==> config.mk <==
export PLATFORM = sky130hd
export DESIGN_NAME = ahb_rr_arbiter_flat
export DESIGN_NICKNAME = d
export VERILOG_FILES = /design/src/rtl/ahb_rr_arbiter_if.sv /design/src/rtl/ahb_rr_arbiter.sv /design/src/flat_wrapper.sv
export SDC_FILE = /design/constraint.sdc
export NUM_CORES = 1
export LEC_CHECK = 0
export CORE_MARGIN = 1
export CORE_UTILIZATION = 50
export DETAILED_ROUTE_END_ITERATION = 8
export HOLD_SLACK_MARGIN = 0.1
export PLACE_DENSITY = 0.77
export SLEW_MARGIN = 25
export SYNTH_ARGS = -nofsm -noshare
export SYNTH_HDL_FRONTEND = slang
export SYNTH_SLANG_ARGS = --single-unit
==> constraint.sdc <==
create_clock -name hclk -period 2.5 [get_ports hclk]
set_clock_uncertainty 0.1 [all_clocks]
set_input_delay 0.25 -clock hclk [delete_from_list [all_inputs] [get_ports hclk]]
set_output_delay 0.25 -clock hclk [all_outputs]
set_load 0.01 [all_outputs]
==> src/rtl/ahb_rr_arbiter_if.sv <==
// Request/grant bundle between three AHB masters and the round-robin arbiter.
// The arbiter connects through the slave modport; the master modport drives requests.
interface ahb_rr_arbiter_if;
    logic [2:0] hbusreq;
    logic [2:0] hlock;
    logic [1:0] htrans;
    logic       hready;
    logic [2:0] hgrant;
    logic [1:0] hmaster;
    logic [1:0] hmaster_data;
    logic       hmastlock;

    modport master (
        output hbusreq, hlock, htrans, hready,
        input  hgrant, hmaster, hmaster_data, hmastlock
    );

    modport slave (
        input  hbusreq, hlock, htrans, hready,
        output hgrant, hmaster, hmaster_data, hmastlock
    );
endinterface

==> src/rtl/ahb_rr_arbiter.sv <==
// Three-master AHB round-robin arbiter with locked transfers and a beat-count hold limit.
// Every register advances only on hready=1 edges; reset parks the bus on DEF_MASTER.
module ahb_rr_arbiter #(
    parameter int MAX_HOLD   = 8,
    parameter int DEF_MASTER = 0
) (
    input  logic              hclk,
    input  logic              hresetn,
    ahb_rr_arbiter_if.slave   io_bus
);
    typedef enum logic [1:0] {PARK, OWN, LOCKED} state_t;

    localparam logic [1:0] DEF_IDX  = 2'(DEF_MASTER);
    localparam logic [7:0] HOLD_LIM = 8'(MAX_HOLD);

    function automatic logic [1:0] incMod3(input logic [1:0] idx);
        return (idx == 2'd2) ? 2'd0 : idx + 2'd1;
    endfunction

    function automatic logic [2:0] oneHot(input logic [1:0] idx);
        return 3'b001 << idx;
    endfunction

    state_t     r_state;
    state_t     w_nextState;
    logic [1:0] r_grantIdx;
    logic [1:0] w_nextIdx;
    logic [2:0] r_hgrant;
    logic [1:0] r_hmaster;
    logic [1:0] r_hmasterData;
    logic [7:0] r_beatCnt;
    logic [1:0] w_idx1;
    logic [1:0] w_idx2;
    logic       w_curReq;
    logic       w_curLock;
    logic       w_othersReq;
    logic       w_counted;

    assign w_idx1      = incMod3(r_grantIdx);
    assign w_idx2      = incMod3(w_idx1);
    assign w_curReq    = |(io_bus.hbusreq & r_hgrant);
    assign w_curLock   = |(io_bus.hbusreq & io_bus.hlock & r_hgrant);
    assign w_othersReq = |(io_bus.hbusreq & ~r_hgrant);
    assign w_counted   = (io_bus.htrans == 2'b10) || (io_bus.htrans == 2'b11);

    // A hold-limit handover only happens if someone else is actually waiting.
    always_comb begin
        w_nextState = PARK;
        w_nextIdx   = DEF_IDX;
        if (w_curLock) begin
            w_nextState = LOCKED;
            w_nextIdx   = r_grantIdx;
        end else if (w_curReq && ((r_beatCnt < HOLD_LIM) || !w_othersReq)) begin
            w_nextState = OWN;
            w_nextIdx   = r_grantIdx;
        end else if (|io_bus.hbusreq) begin
            w_nextState = OWN;
            if (|(io_bus.hbusreq & oneHot(w_idx1))) begin
                w_nextIdx = w_idx1;
            end else if (|(io_bus.hbusreq & oneHot(w_idx2))) begin
                w_nextIdx = w_idx2;
            end else begin
                w_nextIdx = r_grantIdx;
            end
        end
    end

    always_ff @(posedge hclk or negedge hresetn) begin
        if (!hresetn) begin
            r_state       <= PARK;
            r_grantIdx    <= DEF_IDX;
            r_hgrant      <= oneHot(DEF_IDX);
            r_hmaster     <= DEF_IDX;
            r_hmasterData <= DEF_IDX;
            r_beatCnt     <= 8'd0;
        end else if (io_bus.hready) begin
            r_state       <= w_nextState;
            r_grantIdx    <= w_nextIdx;
            r_hgrant      <= oneHot(w_nextIdx);
            r_hmaster     <= r_grantIdx;
            r_hmasterData <= r_hmaster;
            if (w_nextIdx != r_grantIdx) begin
                r_beatCnt <= 8'd0;
            end else if (w_counted && (r_beatCnt < HOLD_LIM)) begin
                r_beatCnt <= r_beatCnt + 8'd1;
            end
        end
    end

    // LOCKED is entered exactly when the granted master held hbusreq and hlock at the edge.
    always_comb begin
        io_bus.hgrant       = r_hgrant;
        io_bus.hmaster      = r_hmaster;
        io_bus.hmaster_data = r_hmasterData;
        io_bus.hmastlock    = (r_state == LOCKED);
    end
endmodule

==> src/flat_wrapper.sv <==
// flat-port wrapper written by rule: the top's interface ports become plain ports
module ahb_rr_arbiter_flat 
#(
    parameter int MAX_HOLD   = 8,
    parameter int DEF_MASTER = 0
)
  (hclk, hresetn, io_bus_hbusreq, io_bus_hlock, io_bus_htrans, io_bus_hready, io_bus_hgrant, io_bus_hmaster, io_bus_hmaster_data, io_bus_hmastlock);
  ahb_rr_arbiter_if io_bus_i ();
  input  logic hclk;
  input  logic hresetn;
  input wire logic [$bits(io_bus_i.hbusreq)-1:0] io_bus_hbusreq;
  input wire logic [$bits(io_bus_i.hlock)-1:0] io_bus_hlock;
  input wire logic [$bits(io_bus_i.htrans)-1:0] io_bus_htrans;
  input wire logic [$bits(io_bus_i.hready)-1:0] io_bus_hready;
  output wire logic [$bits(io_bus_i.hgrant)-1:0] io_bus_hgrant;
  output wire logic [$bits(io_bus_i.hmaster)-1:0] io_bus_hmaster;
  output wire logic [$bits(io_bus_i.hmaster_data)-1:0] io_bus_hmaster_data;
  output wire logic [$bits(io_bus_i.hmastlock)-1:0] io_bus_hmastlock;
  assign io_bus_i.hbusreq = io_bus_hbusreq;
  assign io_bus_i.hlock = io_bus_hlock;
  assign io_bus_i.htrans = io_bus_htrans;
  assign io_bus_i.hready = io_bus_hready;
  assign io_bus_hgrant = io_bus_i.hgrant;
  assign io_bus_hmaster = io_bus_i.hmaster;
  assign io_bus_hmaster_data = io_bus_i.hmaster_data;
  assign io_bus_hmastlock = io_bus_i.hmastlock;
  ahb_rr_arbiter #(.MAX_HOLD(MAX_HOLD), .DEF_MASTER(DEF_MASTER)) u_core (.hclk(hclk), .hresetn(hresetn), .io_bus(io_bus_i));
endmodule
[Word-level counts from Yosys, hierarchy flattened]
Index checks and enable logic that the tools add are counted.
Storage, ports and cells
  bits in registers: 19
  output and inout port bits: 8
  word-level logic and storage cells: 51
Cells by class
  $add $sub $neg: 3
  order comparisons: 1
  equality and inequality tests: 6
  shift-type cells: 3
  multiplexer cells: 12
  bitwise logic cells: 7
  reduce and logical (&&, ||, !) cells: 13
Operators with widths (count)
  bitwise AND 3 bit: 6
  two-way mux 2 bit: 9
  OR reduction 3 bit: 6
  two-way mux 8 bit: 2
  equality test 2 bit, second input constant: 5
  left shift 1 x 2 -> 3 bit, first input constant: 3
  adder 8 x 1 -> 8 bit, second input constant: 1
  less-than comparator 8 x 4 -> 1 bit, second input constant: 1
  adder 2 x 1 -> 2 bit, second input constant: 2
  NOT 3 bit: 1
  logical AND 1 bit: 2
  logical OR 1 bit: 2
  inequality test 2 bit: 1
  AND reduction 2 bit: 1
  nonzero test 2 bit: 1
  logical NOT 1 bit: 1
  two-way mux 1 bit: 1

[Longest topological paths before layout]
Gate-level depths: netlist (run 1).
  word-level depth: 15
  depth in mapped cells: 7
  mapped depth without buffers: 6

[Least setup slack after synthesis (run 1)]
No wires, ideal clock.
  kind: register to register
  from: register u_core.r_beatCnt[6]
  to: register u_core.r_hgrant[2], in the netlist u_core.io_bus.hgrant[2]
  setup time: 0.121 ns
  arrival: 1.847 ns
  slack: 0.432 ns
  cell stages (with the launch flop): 7
  path buffers: 0
  period minus slack after synthesis: 2.068 ns
  cell sequence: dfrtp_1 > or4_4 > nor2_4 > o21bai_2 > o21ai_4 > mux2_1 > a22o_1
On the way
  longest elaborated chain between the ends: 6
Ends and longest elaborated chain
  start: declaration: line ahb_rr_arbiter.sv:31  | logic [7:0] r_beatCnt;
  start signal: assignment: line ahb_rr_arbiter.sv:85  | r_beatCnt <= r_beatCnt + 8'd1;
  less-than comparator 8 x 4 -> 1 bit: line ahb_rr_arbiter.sv:53  | end else if (w_curReq && ((r_beatCnt < HOLD_LIM) || !w_othersReq)) begin
  logical OR 1 bit: line ahb_rr_arbiter.sv:53
  logical AND 1 bit: line ahb_rr_arbiter.sv:53
  two-way mux 2 bit: line ahb_rr_arbiter.sv:53
  two-way mux 2 bit: line ahb_rr_arbiter.sv:50  | if (w_curLock) begin
  left shift 1 x 2 -> 3 bit: line ahb_rr_arbiter.sv:21  | return 3'b001 << idx;
  end signal: assignment: line ahb_rr_arbiter.sv:72  | r_hgrant <= oneHot(DEF_IDX);
  end signal: assignment: line ahb_rr_arbiter.sv:79  | r_hgrant <= oneHot(w_nextIdx);
  end: declaration: line ahb_rr_arbiter.sv:28  | logic [2:0] r_hgrant;
Every way passes these cells.
A chain may end at the register's enable or synchronous reset.

[Worst setup path in the final report (run 1)]
Ends and elaborated chain as after synthesis.

==> metrics.cfg, run 1 <==
[route]
totalWireLength_mm = 2.10
num_vias = 798
drt_iter0_drc = 6
firstDrtPassIters = 4
wl_per_cell_um = 14.2
avgViaCountPerCell = 5.39
ant_nets = 0
drc_errors = 0

[power]
combPwrFrac = 0.430
clkPwrFrac = 0.134
switchingPower_mw = 0.413
pwr-share-seq = 0.436
p_leak_nw = 0.557
power.total_mw = 1.16
p_per_area_nw_per_um2 = 907
internal-power_mw = 0.745
ir_drop_uv = 703
sw_frac_of_total = 0.356

[setup_path]
worstPathRequired_ns = 2.59
start_kind = flip-flop
path_delay_family = simple AND/OR/NAND/NOR gates
cp_data_arrival_time_ns = 2.33
slowest_delay_ns = 0.54
crit_fanout = 6
timing.critical_path.buf_inv = 0
crit_type = reg -> reg
slowest_stage = or4_4
crit_chain = or4_4 -> nor2_4 -> o21bai_2 -> o21ai_4 -> mux2_1 -> a22o_1
end_kind = flip-flop

[logic_synthesis]
syn_inst = 101
synth-edff-count = 0
ys_seq_area_frac = 0.462
synthArstFlopShare = 1.00
synth_ff_type = dfrtp_1
yosysWarnings = 0
ys_ff_latch = 19
netlist_area_um2 = 1030
synth_nets = 113
ys_types = 39
avgSynthCellArea_um2 = 10.2

[timing]
tightest_slew_ns = 0.492
fmax_ghz = 0.448
setup_tns_ns = 0
min_period_over_period = 0.892
max-slew-margin-rel = 0.672
maxSlewViolCount = 0
finalSetupViolCount = 0
hold_violations = 0
period_needed_ns = 2.23
rsz0062_at_grt = false

[cts]
clk_pin_slew_ns = 0.11
cts-root-buf = clkbuf_4
cts_hold_buf = 0
clk_latency_ns = 0.30
cts_setup_buffers = 0
cts_resized = 0
cts_tree = built
cts.path.max_buffers = 2
clock-sinks = 19
htree_num_levels = 1
numCtsBuffers = 3

[run]
drv_cap = 0

[cells_and_area]
final_area_um2 = 1280
fillCellCount = 171
layout_common_cells = dfrtp_1 (18), clkdlybuf4s50_1 (17), nor2_1 (12)
drive_gt1_frac = 0.174
finalNetCount = 134
area_delta_synth_final_pct = 23.6
diodes = 0
mostFrequentLayoutCell = dfrtp_1

[worst_hold_path]
hold_class = in -> async

[floorplanning]
die_area_um2 = 2250
io_pins = 19
coreArea_um2 = 1940
fp.dieH_um = 47.4
rows = 16
die_x_um = 47.4
start_util = 0.532

[run_status]
status = complete, no violations

[global_route]
grt_pass1_wl_mm = 3.17
grt-ovfl-total = 0
antenna_found_initial = 0
grt_max_degree = 20
grt_pass1_vias = 700
grt_usage = 0.212

[placement]
dpl_cell_area_um2 = 1250
io_buffers = 17
dp_hpwl_mm = 1.49
gp_congestion = 0.789

logic make-up (layout without fill, tap and decap cells):
logic type,after synthesis,count (layout),share of synthesized area
buffers and inverters,8,28,0.0315
AO/OA/AOI/OAI,22,22,0.170
XOR/XNOR,2,2,0.0170
adder cells (fa/ha/maj),1,1,0.0121
flip-flops,19,19,0.462
multiplexers,9,9,0.0945
AND/OR/NAND/NOR,40,40,0.213
registers in the layout, indices dropped and copies added (netlist names):
name,count
u_core.io_bus.hgrant,3
u_core.io_bus.hmaster,2
u_core.io_bus.hmaster_data,2
u_core.r_beatCnt,8
u_core.r_grantIdx,2
u_core.r_state,2
power groups by stage:
stage	sequential (mW)	clock, mW	combinational (mW)
floorplan	0.498	0	0.306
global placement	0.503	0	0.485
detailed placement	0.509	0	0.498
CTS	0.503	0.164	0.502
global route	0.515	0.179	0.549
finish	0.504	0.155	0.498
final timing paths:
check / startpoint / to / slack (ns) / depth (start not counted)
worst max-delay path: u_core.r_beatCnt[6] / u_core.io_bus.hgrant[2] / 0.27 / 6
worst min-delay path: hresetn / u_core.r_grantIdx[1] / 0.17 / 2
worst max register to register: u_core.r_beatCnt[6] / u_core.io_bus.hgrant[2] / 0.27 / 6
worst min register to register: u_core.io_bus.hgrant[0] / u_core.io_bus.hgrant[0] / 0.40 / 2
min in group hclk: u_core.io_bus.hgrant[0] / u_core.io_bus.hgrant[0] / 0.40 / 2
max in group asynchronous: hresetn / u_core.io_bus.hgrant[0] / 1.87 / 2
through the flow:
stage                util  worst slack, ns  instances  hold WS [ns]
detailed placement  0.643            0.253        144         0.382
CTS                 0.657            0.270        148         0.166
floorplan               -            0.432        101        -0.146
global route        0.657            0.200        148         0.184
finish              0.657            0.269        148         0.172
global placement    0.643            0.300        144         0.379
final cells by class:
class / instances / area [um^2] / share of cell area
inverters: 2 / 7.51 / 0.00588
well taps: 27 / 33.8 / 0.0265
repair buffers: 22 / 208 / 0.163
flip-flops and latches: 19 / 477 / 0.374
clock inverters: 1 / 5.00 / 0.00392
clock buffers: 3 / 22.5 / 0.0176
multi-input cells: 74 / 523 / 0.410
per-layer routing:
| metal | wire [um] | track usage | vias to the layer above |
|---|---|---|---|
| met1 | 1020 | 0.299 | 376 |
| met2 | 969 | 0.318 | 25 |
| li1 | - | - | 395 |
| met3 | 96 | 0.0226 | 2 |
| met4 | 21 | 0.120 | 0 |
| met5 | 0 | 0 | - |
synth_stat cells, types with 2 or more instances:
| master | instances | area (um^2) |
|---|---|---|
| dfrtp_1 | 18 | 450 |
| nor2_1 | 12 | 45.0 |
| nor2b_1 | 7 | 43.8 |
| nand2_1 | 6 | 22.5 |
| o21ai_0 | 5 | 25.0 |
| clkbuf_1 | 4 | 15.0 |
| mux2_2 | 4 | 45.0 |
| nand2b_1 | 4 | 25.0 |
| a21oi_1 | 3 | 15.0 |
| and2_1 | 3 | 18.8 |
| mux2i_1 | 3 | 30.0 |
| and3_1 | 2 | 12.5 |
| buf_2 | 2 | 10.0 |
| inv_1 | 2 | 7.51 |
| mux2_1 | 2 | 22.5 |
Power figures use the tool's default switching activity.
==> run 2: changes to the inputs <==
--- a/config.mk
+++ b/config.mk
@@ -10,7 +10,7 @@
 export DETAILED_ROUTE_END_ITERATION = 8
 export HOLD_SLACK_MARGIN = 0.1
 export PLACE_DENSITY = 0.77
-export SLEW_MARGIN = 25
 export SYNTH_ARGS = -nofsm -noshare
 export SYNTH_HDL_FRONTEND = slang
 export SYNTH_SLANG_ARGS = --single-unit
+export TNS_END_PERCENT = 50
==> results of run 2 <==
Final layout, timing and power as in run 1 (identical DEF).
==> run 3: changes to the inputs <==
--- a/config.mk
+++ b/config.mk
@@ -5,7 +5,6 @@
 export SDC_FILE = /design/constraint.sdc
 export NUM_CORES = 1
 export LEC_CHECK = 0
-export CORE_MARGIN = 1
 export CORE_UTILIZATION = 50
 export DETAILED_ROUTE_END_ITERATION = 8
 export HOLD_SLACK_MARGIN = 0.1
==> results of run 3 <==
Final layout, timing and power as in run 1 (identical DEF).
